## src/rtl/evm_pkg.sv

```systemverilog
// evm_pkg: state encodings and saturating-increment helper shared by the ballot controller.
package evm_pkg;
    localparam logic [1:0] LOCKED = 2'd0;
    localparam logic [1:0] ARMED  = 2'd1;
    localparam logic [1:0] CLOSED = 2'd2;

    function automatic logic [31:0] sat_inc(input logic [31:0] v, input logic [31:0] max);
        return (v == max) ? v : v + 32'd1;
    endfunction
endpackage

```

## src/rtl/evm_sat_counter.sv

```systemverilog
// evm_sat_counter: W-bit up-counter that sticks at all-ones.
module evm_sat_counter
    import evm_pkg::*;
#(
    parameter int W = 8
) (
    input  logic         clk,
    input  logic         reset,
    input  logic         inc,
    output logic [W-1:0] q,
    output logic         at_max
);
    localparam logic [31:0] MAX = 32'((64'd1 << W) - 64'd1);

    assign at_max = &q;

    always_ff @(posedge clk)
        if (reset) q <= '0;
        else if (inc) q <= W'(sat_inc(32'(q), MAX));
endmodule

```

## src/rtl/evm_ballot_ctrl.sv

```systemverilog
// evm_ballot_ctrl: one-vote-per-arm tally with saturating counters, timeout,
// poll close, running leader/tie tracking and an indexed readout mux.
module evm_ballot_ctrl
    import evm_pkg::*;
#(
    parameter int NUM_CAND = 10,
    parameter int CNT_W    = 8,
    parameter int TOT_W    = 12,
    parameter int TIMEOUT  = 1000,
    localparam int CAND_W  = $clog2(NUM_CAND)
) (
    input  logic              clk,
    input  logic              reset,
    input  logic              ballot_arm,
    input  logic              vote_valid,
    input  logic [CAND_W-1:0] vote_cand,
    input  logic              close_poll,
    input  logic [CAND_W-1:0] rd_sel,
    output logic [CNT_W-1:0]  rd_count,
    output logic [TOT_W-1:0]  total,
    output logic [CAND_W-1:0] leader,
    output logic [CNT_W-1:0]  leader_count,
    output logic              tie,
    output logic              armed,
    output logic              poll_closed,
    output logic              vote_ack,
    output logic              vote_err,
    output logic              timeout,
    output logic              sat
);
    localparam int SLOTS = 2 ** CAND_W;
    localparam int TM_W  = $clog2(TIMEOUT + 1);

    logic [1:0]       state, next_state;
    logic [TM_W-1:0]  timer;
    logic [CNT_W-1:0] cnt [SLOTS];
    logic             cnt_max [SLOTS];
    logic             total_max, in_range, accept, err, expire;
    logic [CNT_W-1:0] n;

    assign in_range = 32'(vote_cand) < NUM_CAND;
    assign accept   = state == ARMED && !close_poll && vote_valid && in_range;
    assign err      = state == ARMED && !close_poll && vote_valid && !in_range;
    assign expire   = state == ARMED && !close_poll && !accept && timer == TM_W'(TIMEOUT - 1);

    assign next_state = (close_poll || state == CLOSED) ? CLOSED :
                        (state == ARMED) ? ((accept || expire) ? LOCKED : ARMED) :
                        (ballot_arm ? ARMED : LOCKED);

    assign n           = cnt[vote_cand] + CNT_W'(1);
    assign rd_count    = cnt[rd_sel];
    assign armed       = state == ARMED;
    assign poll_closed = state == CLOSED;

    // Index space is padded to a power of two so out-of-range selects read zero.
    for (genvar i = 0; i < SLOTS; i++) begin : g_cand
        if (i < NUM_CAND) begin : g_real
            evm_sat_counter #(.W(CNT_W)) u_cnt (
                .clk   (clk),
                .reset (reset),
                .inc   (accept && vote_cand == CAND_W'(i)),
                .q     (cnt[i]),
                .at_max(cnt_max[i])
            );
        end else begin : g_pad
            assign cnt[i]     = '0;
            assign cnt_max[i] = 1'b0;
        end
    end

    evm_sat_counter #(.W(TOT_W)) u_total (
        .clk   (clk),
        .reset (reset),
        .inc   (accept),
        .q     (total),
        .at_max(total_max)
    );

    always_ff @(posedge clk) begin
        if (reset) begin
            state        <= LOCKED;
            timer        <= '0;
            vote_ack     <= 1'b0;
            vote_err     <= 1'b0;
            timeout      <= 1'b0;
            leader       <= '0;
            leader_count <= '0;
            tie          <= 1'b0;
            sat          <= 1'b0;
        end else begin
            state    <= next_state;
            timer    <= (state == ARMED && next_state == ARMED) ? timer + TM_W'(1) : '0;
            vote_ack <= accept;
            vote_err <= err;
            timeout  <= expire;
            sat      <= sat || (accept && (cnt_max[vote_cand] || total_max));
            // A vote clipped by saturation leaves the standings untouched.
            if (accept && !cnt_max[vote_cand]) begin
                if (vote_cand == leader) begin
                    leader_count <= n;
                    tie          <= 1'b0;
                end else if (n > leader_count) begin
                    leader       <= vote_cand;
                    leader_count <= n;
                    tie          <= 1'b0;
                end else if (n == leader_count) begin
                    tie <= 1'b1;
                end
            end
        end
    end
endmodule

```

## config.mk

```make
export PLATFORM = sky130hd
export DESIGN_NAME = evm_ballot_ctrl
export DESIGN_NICKNAME = d
export VERILOG_FILES = /design/src/rtl/evm_pkg.sv /design/src/rtl/evm_sat_counter.sv /design/src/rtl/evm_ballot_ctrl.sv
export SDC_FILE = /design/constraint.sdc
export NUM_CORES = 1
export LEC_CHECK = 0
export ABC_AREA = 1
export ABC_CLOCK_PERIOD_IN_PS = 4650
export BUFFER_PORTS_ARGS = -buffer_cell sky130_fd_sc_hd__buf_2
export CAP_MARGIN = 20
export CORE_UTILIZATION = 40
export CTS_CLUSTER_DIAMETER = 100
export DETAILED_ROUTE_END_ITERATION = 8
export GPL_TIMING_DRIVEN = 0
export PLACE_DENSITY = 0.61
export SKIP_CTS_REPAIR_TIMING = 1
export SLEW_MARGIN = 20
export SYNTH_ARGS = -nofsm -noshare
export SYNTH_HDL_FRONTEND = slang
export SYNTH_SLANG_ARGS = --single-unit
```

## constraint.sdc

```tcl
create_clock -name clk -period 4.65 [get_ports clk]
set_input_delay 0.465 -clock clk [delete_from_list [all_inputs] [get_ports clk]]
set_output_delay 0.465 -clock clk [all_outputs]
set_load 0.02 [all_outputs]
```

# Word-level counts from Yosys, hierarchy flattened
# Index checks and enable logic that the tools add are counted.
[op_classes] mux=18 n_bitwise=15 n_reduce_logical=56 n_addsub=13 order_cmp=4 shifts=0 div=0 multipliers=0 eq_ne=26
[ops] operator="adder 8 x 1 -> 8 bit (second input constant)" n=11
[ops] operator="== test 8 bit (second input constant)" n=10
[ops] operator="AND reduction 8 bit" n=10
[ops] operator="binary-select mux 8 bit (select 4 bit)" n=2
[ops] operator="2-to-1 mux 8 bit" n=6
[ops] operator="AND reduction 2 bit" n=13
[ops] operator="logical AND 1 bit" n=19
[ops] operator="== test 4 x 3 -> 1 bit (second input constant)" n=4
[ops] operator="inverter 1 bit" n=13
[ops] operator="adder 12 x 1 -> 12 bit (second input constant)" n=1
[ops] operator="== test 12 bit (second input constant)" n=1
[ops] operator="AND reduction 12 bit" n=1
[ops] operator="adder 10 x 1 -> 10 bit (second input constant)" n=1
[ops] operator="== test 10 bit (second input constant)" n=1
[ops] operator=">= comparator 5 bit (second input constant)" n=2
[ops] operator="inverter 4 -> 5 bit" n=2
[ops] operator="== test 4 x 2 -> 1 bit (second input constant)" n=2
[ops] operator="== test 4 bit (second input constant)" n=2
[ops] operator="== test 8 bit" n=1
[ops] operator="> comparator 8 bit" n=1
[ops] operator="2-to-1 mux 1 bit" n=8
[ops] operator="binary-select mux 1 bit (select 4 bit)" n=1
[ops] operator="== test 2 x 1 -> 1 bit (second input constant)" n=2
[ops] operator="== test 4 x 1 -> 1 bit (second input constant)" n=1
[ops] operator="11 further kinds" n=17
[totals] out_inout_bits=39 rom_bits=0 ram_bits=0 mem_count=0 wordCells=152 inputBits=13 latchBits=0 register_bits=121

# Logic depth before layout (Yosys ltp)
# Gate-level depths: netlist (run 1).
[logic_depth] depth_word=15 mapped_depth=26 ltp_nobuf=24

# Modules after synthesis
# From an unflattened synthesis (run 1), not the netlist that was laid out.
[unflattened] cells_unflattened=1434 hier_area_um2=8543.2
[modules_own_cells] mod="evm_sat_counter (g_cand[0].g_real.u_cnt ...)" area_per_inst_um2=452.9 seq_area_each_um2=160.2 cells_per_inst=72 instances=10
[modules_own_cells] mod="evm_ballot_ctrl" area_per_inst_um2=3304.4 seq_area_each_um2=580.6 cells_per_inst=609 instances=1
[modules_own_cells] mod="evm_sat_counter (u_total)" area_per_inst_um2=709.4 seq_area_each_um2=240.2 cells_per_inst=105 instances=1

# Worst setup path before layout (run 1)
# OpenSTA, ideal clock, no wires.
[synth_timing] path_type="input to register" start="in vote_cand[0]" end="reg leader_count[5]" t_arrival_ns=2.828 t_required_ns=4.537 path_slack_ns=1.710 setup_time_ns=0.113 path_stages=22 path_buffers=1 cell_sequence="buf_2 nor2_2 nand2_2 nor2_1 nor2_1 nand3_2 ha_1 nand2_1 nor2_1 nand2_1 nand2_1 nand2_1 ha_1 nand2_1 nor2_1 nand4_1 nand2_1 nand2_1 nand4_2 clkinv_1 nand2_1 nand2_1"
[synth_via] elab_chain_len=8 word_cells_on_any_way=18 classes_between="add/sub: 1; order compare: 2; eq/ne: 1; mux: 8; bitwise: 1; reduce/logical: 5"
[synth_rtl] element="start, declared" line_no="evm_ballot_ctrl.sv:16" text="input logic [CAND_W-1:0] vote_cand,"
[synth_rtl] element="inverter 4 -> 5 bit (implied by the code)" line_no="evm_ballot_ctrl.sv:50" text="assign n = cnt[vote_cand] + CNT_W'(1);"
[synth_rtl] element="binary-select mux 8 bit (select 4 bit)" line_no="evm_ballot_ctrl.sv:50"
[synth_rtl] element="2-to-1 mux 8 bit (implied by the code) (2 in series)" line_no="evm_ballot_ctrl.sv:50"
[synth_rtl] element="adder 8 x 1 -> 8 bit" line_no="evm_ballot_ctrl.sv:50"
[synth_rtl] element="named net n[6]" line_no="evm_ballot_ctrl.sv:39" text="logic [CNT_W-1:0] n;"
[synth_rtl] element="> comparator 8 bit" line_no="evm_ballot_ctrl.sv:102" text="end else if (n > leader_count) begin"
[synth_rtl] element="nonzero test 2 bit (no line)"
[synth_rtl] element="AND reduction 2 bit (no line)"
[synth_rtl] element="end signal, assigned" line_no="evm_ballot_ctrl.sv:100" text="leader_count <= n;"
[synth_rtl] element="end signal, assigned" line_no="evm_ballot_ctrl.sv:104" text="leader_count <= n;"
[synth_rtl] element="end, declared" line_no="evm_ballot_ctrl.sv:22" text="output logic [CNT_W-1:0] leader_count,"
# The timed path passes the listed nets, and every way through them passes these cells. The select of a mux whose other input is x is not followed.
# A chain may end at the register's enable or synchronous reset.

# Final worst setup path (run 1)
[layout_timing] start="in vote_cand[1]" end="reg leader_count[5]"
# The elaborated chain is that of the path after synthesis.

==> results of run 1 <==
==> tightest hold or removal path: cells and delay by family <==
kind / cells / cell delay, ns
buffers and inverters: 1 / 0.09
and+or+nand+nor: 2 / 0.12
==> flip-flops by register name (all words and copies together) (netlist names), 2 cells and up <==
| register | cells |
|---|---|
| u_total.q | 12 |
| leader_count | 8 |
| g_cand.g_real.u_cnt.q | 80 |
| state | 2 |
| leader | 4 |
| timer | 10 |
==> final cells by class <==
cell class | count | area, um2
fill | 1946 | 9600
multi-input combinational | 864 | 4440
sequential | 121 | 2420
inverter | 144 | 543
clock buffer | 17 | 425
tap | 229 | 287
timing repair buffer | 50 | 250
buffer | 35 | 156
clock inverter | 15 | 146
==> kinds of logic after synthesis <==
kind of cell | after synthesis | synth area share, %
and+or+nand+nor | 580 | 35.6
AOI/OAI and AO/OA | 243 | 17.4
buffers and inverters | 179 | 9.24
DFF | 121 | 32.0
adders and majority gates | 21 | 3.47
xor gates and xnor gates | 20 | 2.32
==> synth_stat cells, drive strengths merged, types with 2 or more instances <==
library cell | number | area share [%]
nand3b | 5 | 0.50
nor4 | 4 | 0.33
nand2 | 273 | 14
o22ai | 3 | 0.25
o21bai | 3 | 0.30
o211ai | 5 | 0.50
dfxtp | 121 | 32
o21ai | 115 | 7.6
a32o | 7 | 0.93
nand4 | 12 | 1.1
ha | 21 | 3.5
inv | 142 | 7.1
a21oi | 96 | 6.4
clkbuf | 22 | 1.1
nor3b | 11 | 1.2
clkinv | 2 | 0.099
nand3 | 71 | 5.9
buf | 13 | 0.98
nor3 | 44 | 3.8
o21a | 6 | 0.60
xnor2 | 11 | 1.3
nor2 | 156 | 8.6
and3 | 3 | 0.25
xor2 | 9 | 1.0
a211oi | 4 | 0.40
==> power by group through the flow <==
| stage | combinational (mW) | sequential, mW | clock (mW) |
|---|---|---|---|
| 3_3_place_gp | 0.176 | 1.06 | 0 |
| 6_report | 0.182 | 1.04 | 1.30 |
| 5_1_grt | 0.196 | 1.04 | 1.37 |
| 3_5_place_dp | 0.176 | 1.06 | 0 |
| 2_1_floorplan | 0.110 | 1.06 | 0 |
| 4_1_cts | 0.177 | 1.04 | 1.32 |
==> path summary, 6_finish.rpt <==
| kind | end | cells after the start |
|---|---|---|
| max | leader_count[5]$_SDFFE_PP0P_ | 23 |
| max reg2reg | leader_count[5]$_SDFFE_PP0P_ | 22 |
| min | state[1]$_SDFF_PP0_ | 3 |
| min reg2reg | tie$_SDFFE_PP0P_ | 2 |
==> metal layers <==
layer  vias up  track usage [%]
met3        50             4.40
met4         0             10.5
met1      3599             34.9
met5         -                0
met2       242             40.9
li1       3975                -
==> results.md, run 1 <==
- Status: finished clean
- Distinct cell type count after synthesis: 47
- Gate count of the mapped netlist: 1164
- Area growth from synthesis to layout: 14.7%
- Actual transition at the worst max-transition pin: roughly 1.1 ns
- Number of sinks driven by the clock tree: roughly 120
- Fin. Hold Viols: 0
- Core box area: 18300 um2
- Routability Congestion: just under 1
- Detailed-route DRC error count: 0
- Count of buffers from port buffering: 50
- Startpoint of the worst hold path: close_poll
- Met3 Routed Length: approximately 1500 um
- Maximum number of buffers from clock root to sink: 2
- Post-detailed-route count of antenna-violating nets: 0
- Buffer cell driving the clock tree root: clkbuf_16
- Cell-by-cell trace of the critical path: buf_2 -> buf_4 -> nor2_2 -> nand2_2 -> nor2_1 -> nor2_1 -> nand3_2 -> ha_1 -> nand2_1 -> nor2_1 -> nand2_1 -> nand2_1 -> nand2_1 -> ha_1 -> nand2_1 -> nor2_1 -> nand4_1 -> nand2_1 -> nand2_1 -> nand4_2 -> clkinv_1 -> nand2_1 -> nand2_1
- Placed cell count: 1443
- Number of nets in the synthesized netlist: approximately 1200
- Crit path max-delay cell type: nor2_2
- Design Area, Final: around 8700 um2
- Final count of negative-setup-slack endpoints: 0
- Delay of the slowest critical-path stage: between 0.4 and 0.5 ns
- Number of antenna violations at the first check in global routing: 0
- Detailed-placement wirelength estimate: roughly 19000 um
- GRT Residual Overflow: 0
- Deepest level of the CTS H-tree: 4
- Primary flip-flop cell chosen by synthesis mapping: dfxtp_1
- Net switching share of the total power: between 20% and 30%
- Die area: a little under 20000 um2
- Top layer reached by signal wires: met4
- Cell with the most instances on the worst path: nand2_1
- Launching instance or port of the critical path: vote_cand[1]
- Chip Height: 140 um
- Worst slew margin relative to its limit: about 28%
- Switching pwr: between 0.7 and 0.8 mW
- Cts bufs inserted: 17
- Via count of the first global-routing pass: around 7000
- Maximum fanout along the worst path: 10
- Detailed-route via count: slightly below 8000
- Number of enable-type register cells in the synthesized netlist: 0
- Final critical path time including I/O delays and setup: approximately 3.4 ns
- Data arrival at the endpoint of the critical path: 3.75 ns
- RSZ-0062 raised after global routing: no
- Number of max-capacitance violations reported: 0
- Worst Setup Slack post-DPL: about 0.85 ns
- Crit path required time: ~5 ns
- Sequential cell fraction of total power: between 40% and 50%
- Maximum clock frequency: just under 300 MHz
- Clock network fraction of total power: 51.6%
- Per-cell via count in the routed design: 5.33
- Leading cell type in the layout, fill and taps excluded: nand2_1
- Routed wire length per instance: ~17 um
- Leakage power: around 3.5 nW
- Number of DRC violations after detailed-routing iteration 0: 657
- Sequential fraction of the synthesis area: roughly 32%
- Share of final-layout standard cells stronger than drive strength 1: approximately an eighth
- Util after Layout: a little under half
- Crit share post-route: about 74%
- Synthesized area divided by synthesized cell count: approximately 6.5 um2
- Std cell rows: between 40 and 50
- Aggregate routed wire length: between 20000 and 25000 um
- Clock transition at path regs: 0.06 ns
- Path type of the worst min-delay path: primary input to register
- Combinational share of power: 7.2%
- Wire length of the first global-routing pass: 38800 um
- Met1 wire length: roughly 11000 um
- Die Wd: roughly 140 um
- WS Path Type: primary input to register
- Kind of capture point of the worst setup path: register
- Power density cells: 291 nW/um2
- Worst hold slack: about 0.27 ns
- Met2 wire length: between 10000 and 15000 um
- Pin count of the biggest net entering global routing: 17
- Crit path max-delay family: simple AND/OR/NAND/NOR gates
- Starting density of the core: between 40% and 50%
- Peak supply drop: 0.226 mV
- Cell Area, Placed: just over 8000 um2
- Total Power Consumption: roughly 2.5 mW
- Pins over their slew limit: 0
- GRT Util Overall: about a quarter
- Synth Register Bits: 121
- Number of warnings reported in the yosys synthesis log: 0
- Commonest non-fill, non-tap cells in the layout: nand2_1 (266), nor2_1 (142), inv_1 (131), dfxtp_1 (121), o21ai_0 (106)
- Clock latency of the later-clocked register in the worst-skew pair: 0.44 ns
- Total internal power: 1.80 mW
- Async set-or-reset flop fraction in the synthesized netlist: 0%
- Final net count: roughly 1300
- Startpoint of the worst register-to-register path: g_cand[0].g_real.u_cnt.q[0]$_SDFFE_PP0P_
- CTS tree: yes
- Initial DRT Pass Iterations: 5
- Area of the mapped netlist: between 7000 and 8000 um2
- Number of primary I/O pins: 52
- Filler-free cell count of the finished design: 1475
- Setup WS post-layout: ~1.2 ns
- Clock Skews: roughly 0.012 ns
- Count of buffer and inverter cells on the critical path: 3
- Startpoint class of the critical path: primary input
- Worst R2R Setup Slack: approximately 1.5 ns
- Diodes inserted: 0
- Total negative slack for setup checks: 0 ns
No activity file was read; power rests on OpenSTA's default activity.
==> inputs of run 2 (changes only) <==
--- a/config.mk
+++ b/config.mk
@@ -5,15 +5,15 @@
 export SDC_FILE = /design/constraint.sdc
 export NUM_CORES = 1
 export LEC_CHECK = 0
-export ABC_AREA = 1
-export ABC_CLOCK_PERIOD_IN_PS = 4650
+export ABC_AREA = 0
+export ABC_CLOCK_PERIOD_IN_PS = 3000
 export BUFFER_PORTS_ARGS = -buffer_cell sky130_fd_sc_hd__buf_2
 export CAP_MARGIN = 20
 export CORE_UTILIZATION = 40
 export CTS_CLUSTER_DIAMETER = 100
 export DETAILED_ROUTE_END_ITERATION = 8
 export GPL_TIMING_DRIVEN = 0
-export PLACE_DENSITY = 0.61
+export PLACE_DENSITY = 0.63
 export SKIP_CTS_REPAIR_TIMING = 1
 export SLEW_MARGIN = 20
 export SYNTH_ARGS = -nofsm -noshare
==> constraint.sdc (replaced) <==
create_clock -name clk -period 3 [get_ports clk]
set_input_delay 0.3 -clock clk [delete_from_list [all_inputs] [get_ports clk]]
set_output_delay 0.3 -clock clk [all_outputs]
set_load 0.02 [all_outputs]
==> results.md, run 2 <==
- Status: finished, violations left
- Failing checks: negative setup slack
- Share of final-layout standard cells stronger than drive strength 1: between 20 and 25%
- Cell type contributing the most total cell area after synthesis: dfxtp_1
- Dominant combinational cell family by area after synthesis: simple AND/OR/NAND/NOR gates
- Path type of the worst min-delay path: primary input to register
- Aggregate routed wire length: about 19000 um
- Initial DRT Pass Iterations: 5
- Commonest non-fill, non-tap cells in the layout: nor2_1 (130), dfxtp_1 (109), xor2_1 (51), buf_2 (49), nand2_1 (48)
- Area growth from synthesis to layout: 23.2%
- Ranking of synthesized cells by area: dfxtp_1 (35%), mux4_2 (8.4%), nor2_1 (7.1%), xor2_1 (6.4%), mux2i_1 (5.3%)
- Crit share post-route: 124%
- Deepest level of the CTS H-tree: 4
- Worst slew margin relative to its limit: 44.7%
- Most instantiated cells after synthesis: nor2_1 (131), dfxtp_1 (121), xor2_1 (51)
- Detailed-route DRC error count: 0
- Actual transition at the worst max-transition pin: roughly 0.83 ns
- Registers with the most flip-flops: g_cand.g_real.u_cnt.q x80, u_total.q x12, timer x10
- Filler instances: about 1600
- WS Path Type: register to register
- Clock transition at path regs: ~0.06 ns
- Crit path max-delay cell type: mux4_2
- Per-cell via count in the routed design: 5.70
- Wire length of the first global-routing pass: between 20000 and 30000 um
- Sequential fraction of the synthesis area: 34.8%
- Number of nets in the synthesized netlist: 789
- Data arrival at the endpoint of the critical path: between 4 and 5 ns
- Power density cells: ~470 nW/um2
- Number of primary I/O pins: 52
- Startpoint class of the critical path: register
- Leakage power: approximately 3.2 nW
- Final net count: around 890
- Most frequent cell after synthesis: nor2_1
- Final count of negative-setup-slack endpoints: 13
- RSZ-0062 raised after global routing: yes
- Gate count of the mapped netlist: around 760
- Die Wd: approximately 130 um
- Maximum fanout along the worst path: 5
- Leading cell type in the layout, fill and taps excluded: nor2_1
- GRT Util Overall: a little over a fifth
- Die area: roughly 18000 um2
- Area of the mapped netlist: roughly 7000 um2
- Pins over their slew limit: 0
- GRT Residual Overflow: 0
- Core box area: about 17000 um2
- Pin count of the biggest net entering global routing: 17
- Worst hold slack: about 0.17 ns
- Number of antenna violations at the first check in global routing: 0
- Synth Register Bits: approximately 120
- Starting density of the core: between 40% and 50%
- Chip Height: 134 um
- Synthesized area divided by synthesized cell count: between 9 and 10 um2
- Async set-or-reset flop fraction in the synthesized netlist: 0%
- Post-synthesis xor/xnor area fraction: between 10% and 20%
- Post-synthesis adder-cell area fraction: about 3.8%
- CTS tree: yes
- Clock Skews: around 0.011 ns
- Post-synthesis mux area share: 15.3%
- Cell-by-cell trace of the critical path: mux4_2 -> nand2b_4 -> o2bb2ai_4 -> ha_4 -> nor3b_2 -> xnor2_1 -> ha_1 -> nand4_1 -> o21bai_1 -> a31oi_1 -> o211ai_1 -> or2_4 -> or3_1 -> o211ai_1
- Final critical path time including I/O delays and setup: 3.73 ns
- Diodes inserted: 0
- Maximum number of buffers from clock root to sink: 2
- Std cell rows: 47
- Post-synthesis compound-gate area fraction: 8.44%
- Distinct cell type count after synthesis: 70
- Crit path required time: 3.35 ns
- Area share of the largest cell type after synthesis: approximately a third
- Number of DRC violations after detailed-routing iteration 0: approximately 460
- Number of warnings reported in the yosys synthesis log: 0
- Number of max-capacitance violations reported: 0
- Routability Congestion: ~0.96
- Total area of multi-input combinational cells: 4490 um2
- Largest register by flop count: g_cand.g_real.u_cnt.q
- Detailed-route via count: between 6000 and 7000
- Placed cell count: between 1000 and 1500
- Number of sinks driven by the clock tree: between 100 and 150
- Detailed-placement wirelength estimate: 14100 um
- Buffer cell driving the clock tree root: clkbuf_16
- Delay of the slowest critical-path stage: just over 0.5 ns
- Cell with the most instances on the worst path: o211ai_1
- Peak supply drop: 0.408 mV
- Post-detailed-route count of antenna-violating nets: 0
- Clock latency of the later-clocked register in the worst-skew pair: ~0.43 ns
- Kind of capture point of the worst setup path: register
- Fin. Hold Viols: 0
- Count of buffers from port buffering: just under 50
- Seq. cell area: 2450 um2
- Max reg flops: 80
- Maximum clock frequency: 268 MHz
- Setup WS post-layout: -0.731 ns
- Filler-free cell count of the finished design: around 1100
- Number of enable-type register cells in the synthesized netlist: 0
- Via count of the first global-routing pass: around 5600
- Area fraction in and, or, nand and nor cells after synthesis: ~24%
- Worst Setup Slack post-DPL: -1.13 ns
- Total Power Consumption: about 4.0 mW
- Primary flip-flop cell chosen by synthesis mapping: dfxtp_1
- Routed wire length per instance: 17.9 um
- Cts bufs inserted: 17
- Util after Layout: around half
[run 2: cell count changes in the layout (fill, tap and decap cells not counted), sizes merged, moves of 26 or more]
cell / previous run / this run
mux2i: 0 / 37
buf: 63 / 89
o21ai: 115 / 21
xor2: 9 / 51
nand2: 273 / 49
nor3: 44 / 14
a21oi: 96 / 25
mux4: 0 / 27
inv: 152 / 15
nand3: 71 / 23
[run 2: cell families (layout without fill, tap and decap cells)]
kind of cell             after synthesis  count (layout)
flip-flops                           121             121
buffers and inverters                 41             152
multiplexers                          71              71
XOR/XNOR                              85              85
adder cells (fa/ha/maj)               21              21
AND/OR/NAND/NOR                      330             330
AO/OA/AOI/OAI                         86              86
[run 2: layout make-up]
cell class	count	share of cell area [%]
multi-input combinational	593	52.4
sequential	121	28.6
timing repair buffer	79	5.74
clock buffer	17	4.96
tap	220	3.21
buffer	30	2.38
clock inverter	15	2.22
inverter	11	0.482
[run 2: final timing paths]
path         depth (start not counted)  slack, ns                           end                                      from
max reg2reg                         14      -0.73  leader_count[7]$_SDFFE_PP0P_  g_cand[7].g_real.u_cnt.q[0]$_SDFFE_PP0P_
max                                 14      -0.73  leader_count[7]$_SDFFE_PP0P_  g_cand[7].g_real.u_cnt.q[0]$_SDFFE_PP0P_
min reg2reg                          1       0.46           timer[0]$_SDFF_PP0_                       timer[0]$_SDFF_PP0_
min                                  3       0.17           state[1]$_SDFF_PP0_                                close_poll
[run 2: power breakdown]
| part | total, mW | internal [mW] | switching, mW | leakage [nW] |
|---|---|---|---|---|
| logic | 0.265 | 0.0991 | 0.166 | 1.88 |
| registers | 1.61 | 1.60 | 0.00229 | 0.983 |
| clock network | 2.14 | 1.32 | 0.821 | 0.299 |
| total | 4.01 | 3.02 | 0.989 | 3.16 |
[run 2: through the flow]
stage               setup TNS, ns  area [um2]
floorplan                   -2.41        7080
detailed placement         -12.99        7600
global route                -9.63        8570
finish                      -7.72        8570
global placement           -12.00        7600
CTS                         -7.54        8220
[run 2: per-layer routing]
metal,vias to the layer above,track usage (%),share of wire (%)
met1,2968,29.0,45
met5,-,0,0
met2,236,34.4,45
met3,43,5.06,6.8
met4,0,8.84,3.0
li1,2942,-,-
[run 2: worst max-delay path: cells and delay by family (launching register included)]
kind	cells	cell delay (ns)
mux	1	0.51
flops	1	0.38
simple gates	5	1.08
compound gates	5	0.99
fa+ha+maj	2	0.52
xor+xnor	1	0.18
